File: config.mk
export PLATFORM = sky130hd
export DESIGN_NAME = csr_unit_v2_flat
export DESIGN_NICKNAME = d
export VERILOG_FILES = /design/src/rtl/csr_v2_pkg.sv /design/src/rtl/csr_unit_v2_if.sv /design/src/rtl/csr_mcycle_counter.sv /design/src/rtl/csr_unit_v2.sv /design/src/flat_wrapper.sv
export SDC_FILE = /design/constraint.sdc
export NUM_CORES = 1
export LEC_CHECK = 0
export BUFFER_PORTS_ARGS = -buffer_cell sky130_fd_sc_hd__buf_2
export CAP_MARGIN = 25
export CELL_PAD_IN_SITES_DETAIL_PLACEMENT = 0
export CELL_PAD_IN_SITES_GLOBAL_PLACEMENT = 1
export CORE_ASPECT_RATIO = 0.7
export CORE_MARGIN = 1.5
export CORE_UTILIZATION = 29
export CTS_CLUSTER_SIZE = 14
export DETAILED_ROUTE_END_ITERATION = 8
export PLACE_DENSITY_LB_ADDON = 0.1
export SLEW_MARGIN = 20
export SYNTH_ARGS = -nofsm -noshare
export SYNTH_HDL_FRONTEND = slang
export SYNTH_SLANG_ARGS = --single-unit
File: constraint.sdc
create_clock -name clk -period 6.1 [get_ports clk]
set_clock_uncertainty 0.2 [all_clocks]
set_input_delay 1.83 -clock clk [delete_from_list [all_inputs] [get_ports clk]]
set_output_delay 1.83 -clock clk [all_outputs]
set_load 0.01 [all_outputs]
File: src/rtl/csr_v2_pkg.sv
// Shared definitions for the machine-mode CSR unit.
// Contents:
//   - CSR address constants
//   - func3 op codes
//   - mstatus bit positions and the mcause code for an M-mode ecall
//   - FSM state encoding
//   - ecall/mret encodings
//   - a decode helper that classifies a SYSTEM instruction
package csr_v2_pkg;

  // CSR addresses
  localparam logic [11:0] CSR_MSTATUS   = 12'h300;
  localparam logic [11:0] CSR_MTVEC     = 12'h305;
  localparam logic [11:0] CSR_MSCRATCH  = 12'h340;
  localparam logic [11:0] CSR_MEPC      = 12'h341;
  localparam logic [11:0] CSR_MCAUSE    = 12'h342;
  localparam logic [11:0] CSR_MCYCLE    = 12'hB00;
  localparam logic [11:0] CSR_MCYCLEH   = 12'hB80;
  localparam logic [11:0] CSR_MVENDORID = 12'hF11;
  localparam logic [11:0] CSR_MARCHID   = 12'hF12;

  // func3 field of a SYSTEM instruction
  localparam logic [2:0] F3_PRIV = 3'b000;
  localparam logic [2:0] F3_RW   = 3'b001;
  localparam logic [2:0] F3_RS   = 3'b010;
  localparam logic [2:0] F3_RC   = 3'b011;
  localparam logic [2:0] F3_RSVD = 3'b100;
  localparam logic [2:0] F3_RWI  = 3'b101;
  localparam logic [2:0] F3_RSI  = 3'b110;
  localparam logic [2:0] F3_RCI  = 3'b111;

  // mstatus fields
  localparam int MSTATUS_MIE    = 3;
  localparam int MSTATUS_MPIE   = 7;
  localparam int MSTATUS_MPP_LO = 11;
  localparam int MSTATUS_MPP_HI = 12;

  localparam int MCAUSE_ECALL_M = 11;

  // Whole-instruction encodings of the two privileged ops we support
  localparam logic [31:0] INST_ECALL = 32'h0000_0073;
  localparam logic [31:0] INST_MRET  = 32'h3020_0073;

  typedef enum logic [1:0] {
    ST_IDLE = 2'd0,
    ST_EXEC = 2'd1,
    ST_RESP = 2'd2
  } state_e;

  typedef enum logic [1:0] {
    ALU_RW = 2'd0,
    ALU_RS = 2'd1,
    ALU_RC = 2'd2
  } alu_e;

  typedef struct packed {
    logic is_csr;      // one of the six Zicsr ops
    logic is_ecall;
    logic is_mret;
    logic use_imm;     // source is the zero-extended uimm field
    logic wr_attempt;  // the op intends to write the CSR
    alu_e alu;
  } dec_t;

  function automatic dec_t decode(input logic [31:0] inst);
    dec_t       d;
    logic [2:0] f3;
    f3           = inst[14:12];
    d.is_csr     = 1'b0;
    d.is_ecall   = (inst == INST_ECALL);
    d.is_mret    = (inst == INST_MRET);
    d.use_imm    = f3[2];
    d.wr_attempt = 1'b0;
    d.alu        = ALU_RW;
    case (f3)
      F3_RW, F3_RWI: begin
        d.is_csr     = 1'b1;
        d.alu        = ALU_RW;
        d.wr_attempt = 1'b1;  // RW writes even when rd is x0
      end
      F3_RS, F3_RSI: begin
        d.is_csr     = 1'b1;
        d.alu        = ALU_RS;
        d.wr_attempt = (inst[19:15] != 5'd0);
      end
      F3_RC, F3_RCI: begin
        d.is_csr     = 1'b1;
        d.alu        = ALU_RC;
        d.wr_attempt = (inst[19:15] != 5'd0);
      end
      default: ;
    endcase
    return d;
  endfunction

endpackage

File: src/rtl/csr_unit_v2_if.sv
// Request/response channels between the WBU and the CSR unit.
//   Request:  req_valid/req_ready handshake carrying
//             req_inst (32-bit SYSTEM instruction), req_rs1 and req_pc.
//   Response: rsp_valid/rsp_ready handshake carrying
//             rsp_rdata, rsp_redirect, rsp_target and rsp_illegal.
// Modports:
//   master - the WBU side
//   slave  - the CSR unit
interface csr_unit_v2_if #(
  parameter int XLEN = 32
);
  logic            req_valid;
  logic            req_ready;
  logic [31:0]     req_inst;
  logic [XLEN-1:0] req_rs1;
  logic [XLEN-1:0] req_pc;

  logic            rsp_valid;
  logic            rsp_ready;
  logic [XLEN-1:0] rsp_rdata;
  logic            rsp_redirect;
  logic [XLEN-1:0] rsp_target;
  logic            rsp_illegal;

  modport master (
    output req_valid, req_inst, req_rs1, req_pc, rsp_ready,
    input  req_ready, rsp_valid, rsp_rdata, rsp_redirect, rsp_target, rsp_illegal
  );

  modport slave (
    input  req_valid, req_inst, req_rs1, req_pc, rsp_ready,
    output req_ready, rsp_valid, rsp_rdata, rsp_redirect, rsp_target, rsp_illegal
  );
endinterface

File: src/rtl/csr_mcycle_counter.sv
// Free-running 64-bit cycle counter with independently writable halves.
// Ports:
//   clk, rst_n          - clock and asynchronous active-low reset
//   wr_lo, wdata_lo     - load bits [31:0] this cycle
//   wr_hi, wdata_hi     - load bits [63:32] this cycle
//   count               - current counter value
// A write replaces only its own half. The other half still takes the
// incremented value, including any carry out of the low half.
module csr_mcycle_counter (
  input  logic        clk,
  input  logic        rst_n,
  input  logic        wr_lo,
  input  logic [31:0] wdata_lo,
  input  logic        wr_hi,
  input  logic [31:0] wdata_hi,
  output logic [63:0] count
);
  logic [63:0] count_inc;

  assign count_inc = count + 64'd1;  // wraps from all-ones to zero

  // NOTE: sequential state is assigned with <= so every flop samples the
  // pre-edge values; blocking = here would create order-dependent races.
  always_ff @(posedge clk or negedge rst_n) begin
    if (!rst_n) begin
      count <= '0;
    end else begin
      count[31:0]  <= wr_lo ? wdata_lo : count_inc[31:0];
      count[63:32] <= wr_hi ? wdata_hi : count_inc[63:32];
    end
  end
endmodule

File: src/rtl/csr_unit_v2.sv
// Machine-mode CSR file.
// Ports:
//   clk, rst_n  - clock and asynchronous active-low reset
//   bus         - slave side of the request/response channels
//   mstatus_mie - live mstatus.MIE
// Operation:
//   - A request is accepted in IDLE.
//   - It is evaluated in a single EXEC cycle; all CSR updates commit on the
//     EXEC exit edge.
//   - The result is then held in RESP until rsp_ready.
//   - Throughput is one request per three cycles.
// XLEN must be 32 or 64.
module csr_unit_v2
  import csr_v2_pkg::*;
#(
  parameter int          XLEN          = 32,
  parameter logic [31:0] MVENDORID_VAL = 32'h7973_7978,
  parameter logic [31:0] MARCHID_VAL   = 32'h016F_959E,
  parameter bit          HAS_MCYCLE    = 1'b1
) (
  input  logic                clk,
  input  logic                rst_n,
  csr_unit_v2_if.slave        bus,
  output logic                mstatus_mie
);

  // ---------------------------------------------------------------------
  // State
  // ---------------------------------------------------------------------
  state_e          state, state_nxt;

  logic [31:0]     inst_q;
  logic [XLEN-1:0] rs1_q;
  logic [XLEN-1:0] pc_q;

  logic            mie, mpie;
  logic [XLEN-1:0] mtvec, mepc, mcause, mscratch;
  logic [63:0]     mcycle;

  logic [XLEN-1:0] rsp_rdata_q, rsp_target_q;
  logic            rsp_redirect_q, rsp_illegal_q;

  // ---------------------------------------------------------------------
  // EXEC datapath (evaluated from the latched request)
  // ---------------------------------------------------------------------
  dec_t            dec;
  logic [11:0]     addr;
  logic [XLEN-1:0] src, mstatus_rd, old_val, new_val;
  logic            mapped, read_only, illegal, do_write;
  logic            mcycle_wr_lo, mcycle_wr_hi;

  // ---------------------------------------------------------------------
  // FSM
  // ---------------------------------------------------------------------
  always_ff @(posedge clk or negedge rst_n) begin
    if (!rst_n) state <= ST_IDLE;
    else        state <= state_nxt;
  end

  // NOTE: every signal driven here gets a default first, so no path leaves
  // it unassigned and no latch is inferred.
  always_comb begin
    state_nxt     = state;
    bus.req_ready = 1'b0;
    bus.rsp_valid = 1'b0;
    case (state)
      ST_IDLE: begin
        bus.req_ready = 1'b1;
        if (bus.req_valid) state_nxt = ST_EXEC;
      end
      ST_EXEC: state_nxt = ST_RESP;
      ST_RESP: begin
        bus.rsp_valid = 1'b1;
        if (bus.rsp_ready) state_nxt = ST_IDLE;
      end
      default: state_nxt = ST_IDLE;
    endcase
  end

  // Request capture on the accepting edge
  always_ff @(posedge clk or negedge rst_n) begin
    if (!rst_n) begin
      inst_q <= '0;
      rs1_q  <= '0;
      pc_q   <= '0;
    end else if (state == ST_IDLE && bus.req_valid) begin
      inst_q <= bus.req_inst;
      rs1_q  <= bus.req_rs1;
      pc_q   <= bus.req_pc;
    end
  end

  // ---------------------------------------------------------------------
  // Decode, read mux and write value
  // ---------------------------------------------------------------------
  always_comb begin
    dec  = decode(inst_q);
    addr = inst_q[31:20];
    src  = dec.use_imm ? XLEN'(inst_q[19:15]) : rs1_q;

    // mstatus: MPP is hardwired to M-mode; only MIE/MPIE are stored
    mstatus_rd                                = '0;
    mstatus_rd[MSTATUS_MPP_HI:MSTATUS_MPP_LO] = 2'b11;
    mstatus_rd[MSTATUS_MPIE]                  = mpie;
    mstatus_rd[MSTATUS_MIE]                   = mie;

    mapped  = 1'b1;
    old_val = '0;
    case (addr)
      CSR_MSTATUS:   old_val = mstatus_rd;
      CSR_MTVEC:     old_val = mtvec;
      CSR_MSCRATCH:  old_val = mscratch;
      CSR_MEPC:      old_val = mepc;
      CSR_MCAUSE:    old_val = mcause;
      CSR_MCYCLE: begin
        mapped  = HAS_MCYCLE;
        old_val = XLEN'(mcycle);
      end
      // mcycleh only exists where mcycle cannot hold the full count
      CSR_MCYCLEH: begin
        mapped  = HAS_MCYCLE && (XLEN == 32);
        old_val = XLEN'(mcycle[63:32]);
      end
      CSR_MVENDORID: old_val = XLEN'(MVENDORID_VAL);
      CSR_MARCHID:   old_val = XLEN'(MARCHID_VAL);
      default:       mapped  = 1'b0;
    endcase

    read_only = (addr == CSR_MVENDORID) || (addr == CSR_MARCHID);

    case (dec.alu)
      ALU_RS:  new_val = old_val | src;
      ALU_RC:  new_val = old_val & ~src;
      default: new_val = src;
    endcase

    if (dec.is_csr) illegal = !mapped || (dec.wr_attempt && read_only);
    else            illegal = !(dec.is_ecall || dec.is_mret);

    do_write = (state == ST_EXEC) && dec.is_csr && dec.wr_attempt && !illegal;

    // On RV64 mcycle covers both halves; on RV32 mcycleh owns the top half.
    mcycle_wr_lo = do_write && (addr == CSR_MCYCLE);
    mcycle_wr_hi = do_write && (((addr == CSR_MCYCLE)  && (XLEN == 64)) ||
                                ((addr == CSR_MCYCLEH) && (XLEN == 32)));
  end

  // ---------------------------------------------------------------------
  // CSR state, committed on the EXEC exit edge
  // ---------------------------------------------------------------------
  always_ff @(posedge clk or negedge rst_n) begin
    if (!rst_n) begin
      mie      <= 1'b0;
      mpie     <= 1'b0;
      mtvec    <= '0;
      mepc     <= '0;
      mcause   <= '0;
      mscratch <= '0;
    end else if (state == ST_EXEC) begin
      if (do_write) begin
        case (addr)
          CSR_MSTATUS: begin
            mie  <= new_val[MSTATUS_MIE];
            mpie <= new_val[MSTATUS_MPIE];
          end
          CSR_MTVEC:    mtvec    <= new_val;
          CSR_MSCRATCH: mscratch <= new_val;
          CSR_MEPC:     mepc     <= {new_val[XLEN-1:2], 2'b00};
          CSR_MCAUSE:   mcause   <= new_val;
          default: ;
        endcase
      end else if (dec.is_ecall) begin
        mepc   <= pc_q;
        mcause <= XLEN'(MCAUSE_ECALL_M);
        mpie   <= mie;
        mie    <= 1'b0;
      end else if (dec.is_mret) begin
        mie  <= mpie;
        mpie <= 1'b1;
      end
    end
  end

  // Response registers: loaded on the EXEC exit edge, held through RESP
  always_ff @(posedge clk or negedge rst_n) begin
    if (!rst_n) begin
      rsp_rdata_q    <= '0;
      rsp_redirect_q <= 1'b0;
      rsp_target_q   <= '0;
      rsp_illegal_q  <= 1'b0;
    end else if (state == ST_EXEC) begin
      rsp_rdata_q    <= (dec.is_csr && !illegal) ? old_val : '0;
      rsp_redirect_q <= dec.is_ecall || dec.is_mret;
      rsp_illegal_q  <= illegal;
      if (dec.is_ecall)     rsp_target_q <= {mtvec[XLEN-1:2], 2'b00};
      else if (dec.is_mret) rsp_target_q <= mepc;
      else                  rsp_target_q <= '0;
    end
  end

  assign bus.rsp_rdata    = rsp_rdata_q;
  assign bus.rsp_redirect = rsp_redirect_q;
  assign bus.rsp_target   = rsp_target_q;
  assign bus.rsp_illegal  = rsp_illegal_q;
  assign mstatus_mie      = mie;

  // ---------------------------------------------------------------------
  // Cycle counter
  // ---------------------------------------------------------------------
  generate
    if (HAS_MCYCLE) begin : g_mcycle
      csr_mcycle_counter u_mcycle (
        .clk      (clk),
        .rst_n    (rst_n),
        .wr_lo    (mcycle_wr_lo),
        .wdata_lo (new_val[31:0]),
        .wr_hi    (mcycle_wr_hi),
        .wdata_hi (new_val[XLEN-1 -: 32]),  // [63:32] on RV64, [31:0] on RV32
        .count    (mcycle)
      );
    end else begin : g_no_mcycle
      assign mcycle = '0;
    end
  endgenerate

endmodule

File: src/flat_wrapper.sv
// flat-port wrapper written by rule: the top's interface ports become plain ports
module csr_unit_v2_flat import csr_v2_pkg::*;
#(
  parameter int          XLEN          = 32,
  parameter logic [31:0] MVENDORID_VAL = 32'h7973_7978,
  parameter logic [31:0] MARCHID_VAL   = 32'h016F_959E,
  parameter bit          HAS_MCYCLE    = 1'b1
)
  (clk, rst_n, mstatus_mie, bus_req_valid, bus_req_inst, bus_req_rs1, bus_req_pc, bus_rsp_ready, bus_req_ready, bus_rsp_valid, bus_rsp_rdata, bus_rsp_redirect, bus_rsp_target, bus_rsp_illegal);
  csr_unit_v2_if #(.XLEN(XLEN)) bus_i ();
  input  logic clk;
  input  logic rst_n;
  output logic mstatus_mie;
  input wire logic [$bits(bus_i.req_valid)-1:0] bus_req_valid;
  input wire logic [$bits(bus_i.req_inst)-1:0] bus_req_inst;
  input wire logic [$bits(bus_i.req_rs1)-1:0] bus_req_rs1;
  input wire logic [$bits(bus_i.req_pc)-1:0] bus_req_pc;
  input wire logic [$bits(bus_i.rsp_ready)-1:0] bus_rsp_ready;
  output wire logic [$bits(bus_i.req_ready)-1:0] bus_req_ready;
  output wire logic [$bits(bus_i.rsp_valid)-1:0] bus_rsp_valid;
  output wire logic [$bits(bus_i.rsp_rdata)-1:0] bus_rsp_rdata;
  output wire logic [$bits(bus_i.rsp_redirect)-1:0] bus_rsp_redirect;
  output wire logic [$bits(bus_i.rsp_target)-1:0] bus_rsp_target;
  output wire logic [$bits(bus_i.rsp_illegal)-1:0] bus_rsp_illegal;
  assign bus_i.req_valid = bus_req_valid;
  assign bus_i.req_inst = bus_req_inst;
  assign bus_i.req_rs1 = bus_req_rs1;
  assign bus_i.req_pc = bus_req_pc;
  assign bus_i.rsp_ready = bus_rsp_ready;
  assign bus_req_ready = bus_i.req_ready;
  assign bus_rsp_valid = bus_i.rsp_valid;
  assign bus_rsp_rdata = bus_i.rsp_rdata;
  assign bus_rsp_redirect = bus_i.rsp_redirect;
  assign bus_rsp_target = bus_i.rsp_target;
  assign bus_rsp_illegal = bus_i.rsp_illegal;
  csr_unit_v2 #(.XLEN(XLEN), .MVENDORID_VAL(MVENDORID_VAL), .MARCHID_VAL(MARCHID_VAL), .HAS_MCYCLE(HAS_MCYCLE)) u_core (.clk(clk), .rst_n(rst_n), .bus(bus_i), .mstatus_mie(mstatus_mie));
endmodule
## Word-level counts from Yosys, hierarchy flattened

Index checks and enable logic that the tools add are counted.

| operators by class | value |
|---|---|
| $add $sub $neg | 1 |
| equal/unequal tests | 26 |
| muxes and demuxes | 31 |
| bitwise logic cells | 3 |
| reductions and logical operators | 29 |

Operators by type and width:

| cell | number |
|---|---|
| 32-bit 2-to-1 mux | 12 |
| 32-bit one-hot mux with 9 select lines | 1 |
| 64-bit by 1-bit adder with 64-bit output (second input constant) | 1 |
| 32-bit one-hot mux with 2 select lines | 1 |
| 12-bit by 10-bit equality test with 1-bit output (second input constant) | 5 |
| 12-bit equality test (second input constant) | 4 |
| 32-bit bitwise AND | 1 |
| 32-bit by 30-bit equality test with 1-bit output (second input constant) | 1 |
| 32-bit by 7-bit equality test with 1-bit output (second input constant) | 1 |
| 32-bit inverter | 1 |
| 32-bit OR | 1 |
| 3-bit AND reduction | 5 |
| 1-bit 2-to-1 mux | 13 |
| 2-bit != test (second input constant) | 5 |
| 3-bit equality test (second input constant) | 3 |
| 3-bit one-hot mux with 3 select lines | 1 |
| 9-bit OR reduction | 1 |
| 1-bit logical AND | 8 |
| 3-bit by 2-bit equality test with 1-bit output (second input constant) | 2 |
| 2-bit one-hot mux with 3 select lines | 1 |
| 2-bit OR reduction | 3 |
| 6-bit OR reduction | 1 |
| 5-bit nonzero test | 1 |
| 2-bit by 1-bit equality test with 1-bit output (second input constant) | 2 |
| 9 further kinds | 15 |

| storage, ports and cells | value |
|---|---|
| register bits | 358 |
| input bits | 100 |
| output and inout port bits | 69 |
| logic and storage cells | 105 |

## Logic depth before layout (Yosys ltp)

Gate-level depths: netlist of run 1.

| depth | value |
|---|---|
| word-level depth | 10 |
| depth in mapped cells | 10 |
| depth with buffers taken out | 9 |

## Hierarchy

From an unflattened synthesis of run 1, not the netlist that was laid out.

| unflattened totals | value |
|---|---|
| cell total of the unflattened synthesis | 1697 |
| area, all modules | 18138.6 µm² |

By module, submodules not included:

| module | times used | cells an instance | area an instance (µm²) | sequential area each (µm²) |
|---|---|---|---|---|
| csr_unit_v2 | 1 | 1242 | 14310.0 | 7357.1 |
| csr_mcycle_counter | 1 | 455 | 3828.7 | 1601.5 |

## Worst setup path after synthesis of run 1

No wires, ideal clock.

| path | value |
|---|---|
| path type | input to register |
| from | input port bus_req_valid |
| to | register u_core.rs1_q[22] |
| library setup time | 0.125 ns |
| arrival | 3.182 ns |
| data required time | 5.775 ns |
| slack | 2.594 ns |
| stages | 5 |
| path buffers | 3 |
| cell sequence | and2_1 > clkbuf_1 > clkbuf_1 > buf_1 > mux2_2 |

| between the ends | value |
|---|---|
| word-level cells in the longest chain between the ends | 1 |

Ends and longest elaborated chain:

| what | line | source |
|---|---|---|
| start, declared | flat_wrapper.sv:14 | `input wire logic [$bits(bus_i.req_valid)-1:0] bus_req_valid;` |
| 1-bit logical AND | csr_unit_v2.sv:86 | `end else if (state == ST_IDLE && bus.req_valid) begin` |
| end signal, assigned | csr_unit_v2.sv:88 | `rs1_q <= bus.req_rs1;` |
| end, declared | csr_unit_v2.sv:33 | `logic [XLEN-1:0] rs1_q;` |

Every way passes these cells.
A chain may end at the register's enable or synchronous reset.

## Worst setup path after layout of run 1

| path | value |
|---|---|
| from | register u_core.inst_q[28] |
| to | register u_core.mepc[11] |

| between the ends | value |
|---|---|
| word-level cells in the longest chain between the ends | 10 |
| elaborated cells on any way between the ends | 31 |
| those cells by class | 12 x eq/ne; 6 x mux; 2 x bitwise; 11 x reduce/logical |

Ends and longest elaborated chain:

| what | line | source |
|---|---|---|
| start, declared | csr_unit_v2.sv:32 | `logic [31:0] inst_q;` |
| start signal, assigned | csr_unit_v2.sv:87 | `inst_q <= bus.req_inst;` |
| 12-bit by 10-bit equality test with 1-bit output, or another cell as far along | csr_unit_v2.sv:109 | `case (addr)` |
| 9-bit OR reduction (no source line) | - |  |
| 1-bit 2-to-1 mux | csr_unit_v2.sv:109 |  |
| 1-bit logical NOT | csr_unit_v2.sv:137 | `if (dec.is_csr) illegal = !mapped \|\| (dec.wr_attempt && read_only);` |
| 1-bit logical OR | csr_unit_v2.sv:137 |  |
| 1-bit 2-to-1 mux | csr_unit_v2.sv:137 |  |
| 1-bit logical NOT | csr_unit_v2.sv:140 | `do_write = (state == ST_EXEC) && dec.is_csr && dec.wr_attempt && !illegal;` |
| 1-bit logical AND | csr_unit_v2.sv:140 |  |
| 2-bit != test (no source line) / 2-bit nonzero test (equally long branches) | - |  |
| 3-bit AND reduction (no source line) | - |  |
| end signal, assigned | csr_unit_v2.sv:168 | `CSR_MEPC: mepc <= {new_val[XLEN-1:2], 2'b00};` |
| end signal, assigned | csr_unit_v2.sv:173 | `mepc <= pc_q;` |
| end, declared | csr_unit_v2.sv:37 | `logic [XLEN-1:0] mtvec, mepc, mcause, mscratch;` |

Several ways; a longest one is shown, not always the timed one. The select of a mux whose other input is x is not followed.

==> results.cfg, run 1 <==
[worst_setup_path]
startpoint_type = flip-flop
criticalPathCategory = reg2reg
crit_fanout = 53
arrival_ps = 4390
worstPathRequired_ps = 6370
end_kind = flip-flop

[clock_tree]
cts_tree = built
clock-sinks = 358
cts_buffer_depth = 3
ctsResizeCount = 0
postCtsSetupBuffers = 0
cts_buffers = 41
clk_latency_ps = 590
h-tree-depth = 2
clockRootBuffer = clkbuf_16
clk_pin_slew_ps = 60
cts_hold_buf = 0

[timing]
maxSlewViolCount = 0
report.final.hold_viol_count = 0
worst_hold_slack_ps = 275
setup_viol_count_final = 0
finalCriticalPeriod_ps = 4120
worst-slew-pin-transition_ps = 1080
period_share_pct = 67.6
setup-tns-final_ps = 0
grt_setup_unrepaired = no
relSlewSlack_pct = 27.6
max_freq_mhz = 243

[global_route]
grt_start_max_net_pins = 93
grt_pass1_vias = 15600
grt_pass1_wl_mm = 113
antenna_found_initial = 1
track_usage_pct = 23.1
overflow = 0

[synthesis]
ys_warn_count = 0
avgSynthCellArea_um2 = 9.88
synth.yosys.seq_area_share_pct = 47.9
synth_ff_type = dfrtp_1
ys_top_cells_by_area = dfrtp_1 48%, mux2_2 6.8%, mux2i_1 6.1%
synth_cell_type_count = 79
synthArstFlopShare_pct = 100
synth_top_area_cell = dfrtp_1
synth_top_area_share_pct = 47.9
synth_seq_cells = 358
syn-cell-area_mm2 = 0.0187
synth_edf_count = 0
synth.most_common_cell = dfrtp_1
syn_nets = 1999
syn-instance-count = 1895
synth_top_cells_by_count = 358 x dfrtp_1, 228 x nand2_1, 150 x o21ai_0

[layout]
final_net_count = 2122
area_growth_pct = 17.8
layout-drive-gt1-share_pct = 21.6

[placed_design]
hpwl_mm = 55.0
numPortBuffers = 168
place_congestion = 0.902

[power_and_ir_drop]
ir_drop_mv = 0.248
p_leak_uw = 0.00952
p_per_area_mw_per_mm2 = 392

[drt]
vias = 15600
wl_per_cell_um = 26.5
ant_nets = 0
via_per_inst = 5.41
wl_mm = 76.5
drt_first_iter_violations = 1413
drt_first_pass_iters = 5
remaining_drc_errors = 0

[floorplan]
fp.dieH_um = 216
start_util_pct = 29.5
pin_count = 169
core-area_mm2 = 0.0635
die_area_mm2 = 0.0661
num_rows = 77
die_w_um = 307

[flow_run]
cap_violations = 0

[hold_path]
hp-class = reg2reg

[outcome]
status = complete, no violations
[worst max-delay path: stages, from the launching register on]
cell	delay (ps)
dfrtp_1	510
nand3_1	820
nor3_2	1130
a221o_2	360
nand2_2	60
buf_4	320
a21oi_1	450
a21oi_1	120
[logic make-up (layout without fill, tap and decap cells)]
| group | count (synthesis) | after routing | synth area share, % |
|---|---|---|---|
| AND/OR/NAND/NOR | 608 | 608 | 16.2 |
| XOR/XNOR | 63 | 63 | 2.95 |
| AO/OA/AOI/OAI | 480 | 480 | 16.3 |
| adder cells (fa/ha/maj) | 4 | 4 | 0.267 |
| flip-flops | 358 | 358 | 47.9 |
| other | 0 | 2 | 0 |
| multiplexers | 228 | 228 | 12.9 |
| buffers and inverters | 154 | 309 | 3.51 |
[path summary, 6_finish.rpt]
kind,start,to,slack [ps],depth (start not counted)
max in group asynchronous,rst_n,u_core.mscratch[18],3590,2
min in group asynchronous,rst_n,u_core.inst_q[6],1040,1
hold reg to reg,u_core.bus.rsp_rdata[30],u_core.bus.rsp_rdata[30],270,2
setup / recovery,u_core.inst_q[28],u_core.mepc[11],1980,7
hold / removal,u_core.bus.rsp_rdata[30],u_core.bus.rsp_rdata[30],270,2
setup reg to reg,u_core.inst_q[28],u_core.mepc[11],1980,7
[cells in the final DEF (no fill, tap or decap), types with 15 or more instances in the layout]
master       n
clkbuf_16   43
o21ai_1     18
buf_2      167
xor2_1      42
o21ai_0    150
o211ai_1    17
mux2_2     113
nor3_1      48
nor2_1     102
nand2_1    228
nor2b_1     23
dfrtp_1    357
o221ai_1    27
buf_4       42
nand3_1     37
mux2i_1    115
a211o_1     17
xnor2_1     21
nand4_1     40
a21oi_1    117
nand2b_1    42
and3_1      15
a22o_1      20
a21o_1      30
[final cells by class]
class / count / area (µm²)
multi-input cells: 1383 / 9210
repair buffers: 222 / 1370
clock inverters: 17 / 198
clock buffers: 58 / 1230
flip-flops and latches: 358 / 8960
diodes: 2 / 5.00
well taps: 829 / 1040
fillers: 6556 / 41400
inverters: 12 / 45.0
[routing by layer]
layer	wire, µm	track usage [%]
met1	37100	33.8
met3	3720	3.55
met4	1770	6.20
met5	0	0
met2	33800	35.3
[registers in the layout (all words and copies together) (netlist names)]
| register | cells |
|---|---|
| u_core.mtvec | 32 |
| u_core.rs1_q | 32 |
| u_core.bus.rsp_target | 32 |
| u_core.mstatus_mie | 1 |
| u_core.bus.rsp_redirect | 1 |
| u_core.pc_q | 32 |
| u_core.mepc | 32 |
| u_core.inst_q | 32 |
| u_core.state | 2 |
| u_core.mpie | 1 |
| u_core.mcause | 32 |
| u_core.bus.rsp_rdata | 32 |
| u_core.bus.rsp_illegal | 1 |
| u_core.mscratch | 32 |
| u_core.g_mcycle.u_mcycle.count | 64 |
[where the power goes]
part | internal [µW] | total [µW] | switching, µW
Clock | 1580 | 2670 | 1090
Combinational | 1050 | 2850 | 1810
Sequential | 2730 | 3110 | 379
Total | 5360 | 8640 | 3280
[stage by stage]
| step | utilization [%] | std cells | area [µm²] | worst slack (ps) | power (µW) |
|---|---|---|---|---|---|
| 5_1_grt | 34.7 | 2879 | 22000 | 1820 | 9040 |
| 6_report | 34.7 | 2881 | 22000 | 1980 | 8640 |
| 4_1_cts | 34.6 | 2873 | 22000 | 2000 | 8680 |
| 3_3_place_gp | 32.3 | 2795 | 20500 | 2030 | 5950 |
| 3_5_place_dp | 32.4 | 2798 | 20600 | 2010 | 5970 |
| 2_1_floorplan | - | 1895 | 18700 | 2590 | 4820 |
Power figures use the tool's default switching activity.
==> run 2, diff against run 1 <==
--- a/config.mk
+++ b/config.mk
@@ -5,6 +5,7 @@
 export SDC_FILE = /design/constraint.sdc
 export NUM_CORES = 1
 export LEC_CHECK = 0
+export ABC_AREA = 1
 export BUFFER_PORTS_ARGS = -buffer_cell sky130_fd_sc_hd__buf_2
 export CAP_MARGIN = 25
 export CELL_PAD_IN_SITES_DETAIL_PLACEMENT = 0
==> constraint.sdc (replaced) <==
create_clock -name clk -period 3.6 [get_ports clk]
set_clock_uncertainty 0.2 [all_clocks]
set_input_delay 1.08 -clock clk [delete_from_list [all_inputs] [get_ports clk]]
set_output_delay 1.08 -clock clk [all_outputs]
set_load 0.01 [all_outputs]
==> run 2 against run 1 <==
Register-to-register slack got worse by 1600 ps. Power rose by 55%. Core utilization barely moved. Wire length rose by 6.7%. Flip-flop and latch count did not move.
==> results.cfg, run 2 <==
[outcome]
status = complete, no violations

[synthesis]
synth_xor_area_share_pct = 2.57
syn_nets = 2715
synth_cell_type_count = 48
synth_top_cells_by_count = 1014 x nand2_1, 358 x dfrtp_1, 263 x o21ai_0
syn-cell-area_mm2 = 0.0191
ys_warn_count = 0
synth_top_family_by_area = simple AND/OR/NAND/NOR gates
synthAdderAreaFrac_pct = 0.262
synth.area.mux_share_pct = 0.0590
syn-instance-count = 2611
synth_top_area_cell = dfrtp_1
avgSynthCellArea_um2 = 7.31
synthArstFlopShare_pct = 100
synth_top_area_share_pct = 47.0
synth_ff_type = dfrtp_1
synth_simple_gate_area_share_pct = 32.7
ys_top_cells_by_area = dfrtp_1 47%, nand2_1 20%, o21ai_0 6.9%
synth.yosys.seq_area_share_pct = 47.0
synth_seq_cells = 358
synth_compound_area_share_pct = 10.3
synth_edf_count = 0
synth.most_common_cell = nand2_1

[drt]
via_per_inst = 4.92
wl_per_cell_um = 22.2
drt_first_iter_violations = 1675
wl_mm = 81.6
vias = 18100
drt_first_pass_iters = 6
ant_nets = 0
remaining_drc_errors = 0

[worst_setup_path]
criticalPathCategory = reg2reg
crit_fanout = 16
arrival_ps = 3540
worstPathRequired_ps = 3880
startpoint_type = flip-flop
end_kind = flip-flop

[clock_tree]
cts_buffer_depth = 3
cts_buffers = 42
clock-sinks = 358
clk_latency_ps = 580
postCtsSetupBuffers = 0
ctsResizeCount = 0
cts_hold_buf = 0
clockRootBuffer = clkbuf_16
clk_pin_slew_ps = 60
cts_tree = built
h-tree-depth = 2

[timing]
report.final.hold_viol_count = 0
setup_viol_count_final = 0
worst-slew-pin-transition_ps = 1040
finalCriticalPeriod_ps = 3260
max_freq_mhz = 307
setup-tns-final_ps = 0
relSlewSlack_pct = 30.0
grt_setup_unrepaired = no
period_share_pct = 90.4
maxSlewViolCount = 0

[global_route]
overflow = 0
grt_pass1_wl_mm = 120
antenna_found_initial = 1
track_usage_pct = 24.4
grt_start_max_net_pins = 79
grt_pass1_vias = 17800

[layout]
regMostFlops = u_core.g_mcycle.u_mcycle.count
finish.utilization_pct = 34.8
final_net_count = 2869
multi_input_area_mm2 = 0.00877
final_cells = 3674
layout-drive-gt1-share_pct = 12.7
layout_commonest_cell = nand2_1
largest_reg_flops = 64
area_growth_pct = 18.2
fillers = 7041
antenna-diode-count = 0
regArea_mm2 = 0.00896
layout_common_cells = 1013 x nand2_1, 358 x dfrtp_1, 263 x o21ai_0

[floorplan]
die_w_um = 310
num_rows = 78
fp.dieH_um = 218
pin_count = 169
start_util_pct = 29.4
die_area_mm2 = 0.0674
core-area_mm2 = 0.0649

[flow_run]
cap_violations = 0

[placed_design]
dp.cells = 3601
place_congestion = 0.971
numPortBuffers = 168
hpwl_mm = 60.8

[power_and_ir_drop]
ir_drop_mv = 0.493
p_per_area_mw_per_mm2 = 595
p_leak_uw = 0.0110
power_uw = 13400

[hold_path]
hp-class = in2async
-- run 2: changes by cell type after synthesis, moves of 32 or more --
cell,before,now
mux2i_1,115,0
nor2_1,103,175
clkbuf_1,97,65
o21ai_0,150,263
o21ai_1,18,53
a21oi_1,118,9
mux2_2,113,1
inv_1,11,202
nand2_1,228,1014
nand3_1,38,165
nand2b_1,43,0
-- run 2: final cells by class --
class                      instances  share of cell area [%]
tap                              880                    4.88
clock inverter                     9                   0.910
multi-input combinational       1917                    38.9
timing repair buffer             227                    6.35
sequential                       358                    39.7
clock buffer                      64                    5.56
inverter                         219                    3.67
-- run 2: report_power, final --
group	leakage (µW)	switching (µW)	total (µW)	internal (µW)
registers	0.00482	380	4940	4560
clock network	0.000714	1830	4650	2830
logic	0.00545	2950	3820	869
-- run 2: final timing paths --
| path | from | endpoint | slack (ps) | cells after the start |
|---|---|---|---|---|
| min reg2reg | u_core.rs1_q[4] | u_core.rs1_q[4] | 280 | 2 |
| min | rst_n | u_core.inst_q[9] | 200 | 1 |
| max | u_core.inst_q[30] | u_core.mscratch[31] | 340 | 15 |
| max in group asynchronous | rst_n | u_core.g_mcycle.u_mcycle.count[51] | 2140 | 2 |
| min in group clk | u_core.rs1_q[4] | u_core.rs1_q[4] | 280 | 2 |
| max reg2reg | u_core.inst_q[30] | u_core.mscratch[31] | 340 | 15 |
-- run 2: cell families (layout without fill, tap and decap cells) --
family                     Yosys count  after routing
and+or+nand+nor                   1491           1491
muxes                                1              1
adders and majority gates            4              4
buffers and inverters              336            519
DFF                                358            358
AOI/OAI and AO/OA                  365            365
xor gates and xnor gates            56             56
-- run 2: layer usage --
layer  track usage [%]  vias up  part of all wire (%)
li1                  -     8632                     -
met3              3.55       98                   6.0
met1              36.8     8777                    49
met5                 0        -                     0
met2              36.1      572                    42
met4              6.42        0                   2.5
-- run 2: worst max-delay path, cell delays in order, from the launching register on --
cell and delay [ps]:
dfrtp_1 390, inv_1 110, nand2_1 100, nor2_4 220, buf_4 290, nand2_1 270, inv_2 330, buf_12 200
nand2_1 60, nand2_1 60, nor2_1 40, nand2_1 150, nand2_1 70, a21boi_1 330, inv_1 160, o21ai_0 170
-- run 2: through the flow --
| stage | instance area [µm²] | setup WS [ps] | hold WS [ps] |
|---|---|---|---|
| after floorplan | 19100 | 1100 | 242 |
| after global placement | 21100 | 463 | 262 |
| after detailed placement | 21100 | 368 | 260 |
| after CTS | 22600 | 334 | 212 |
| after global routing | 22600 | 99.8 | 222 |
| final | 22600 | 344 | 203 |
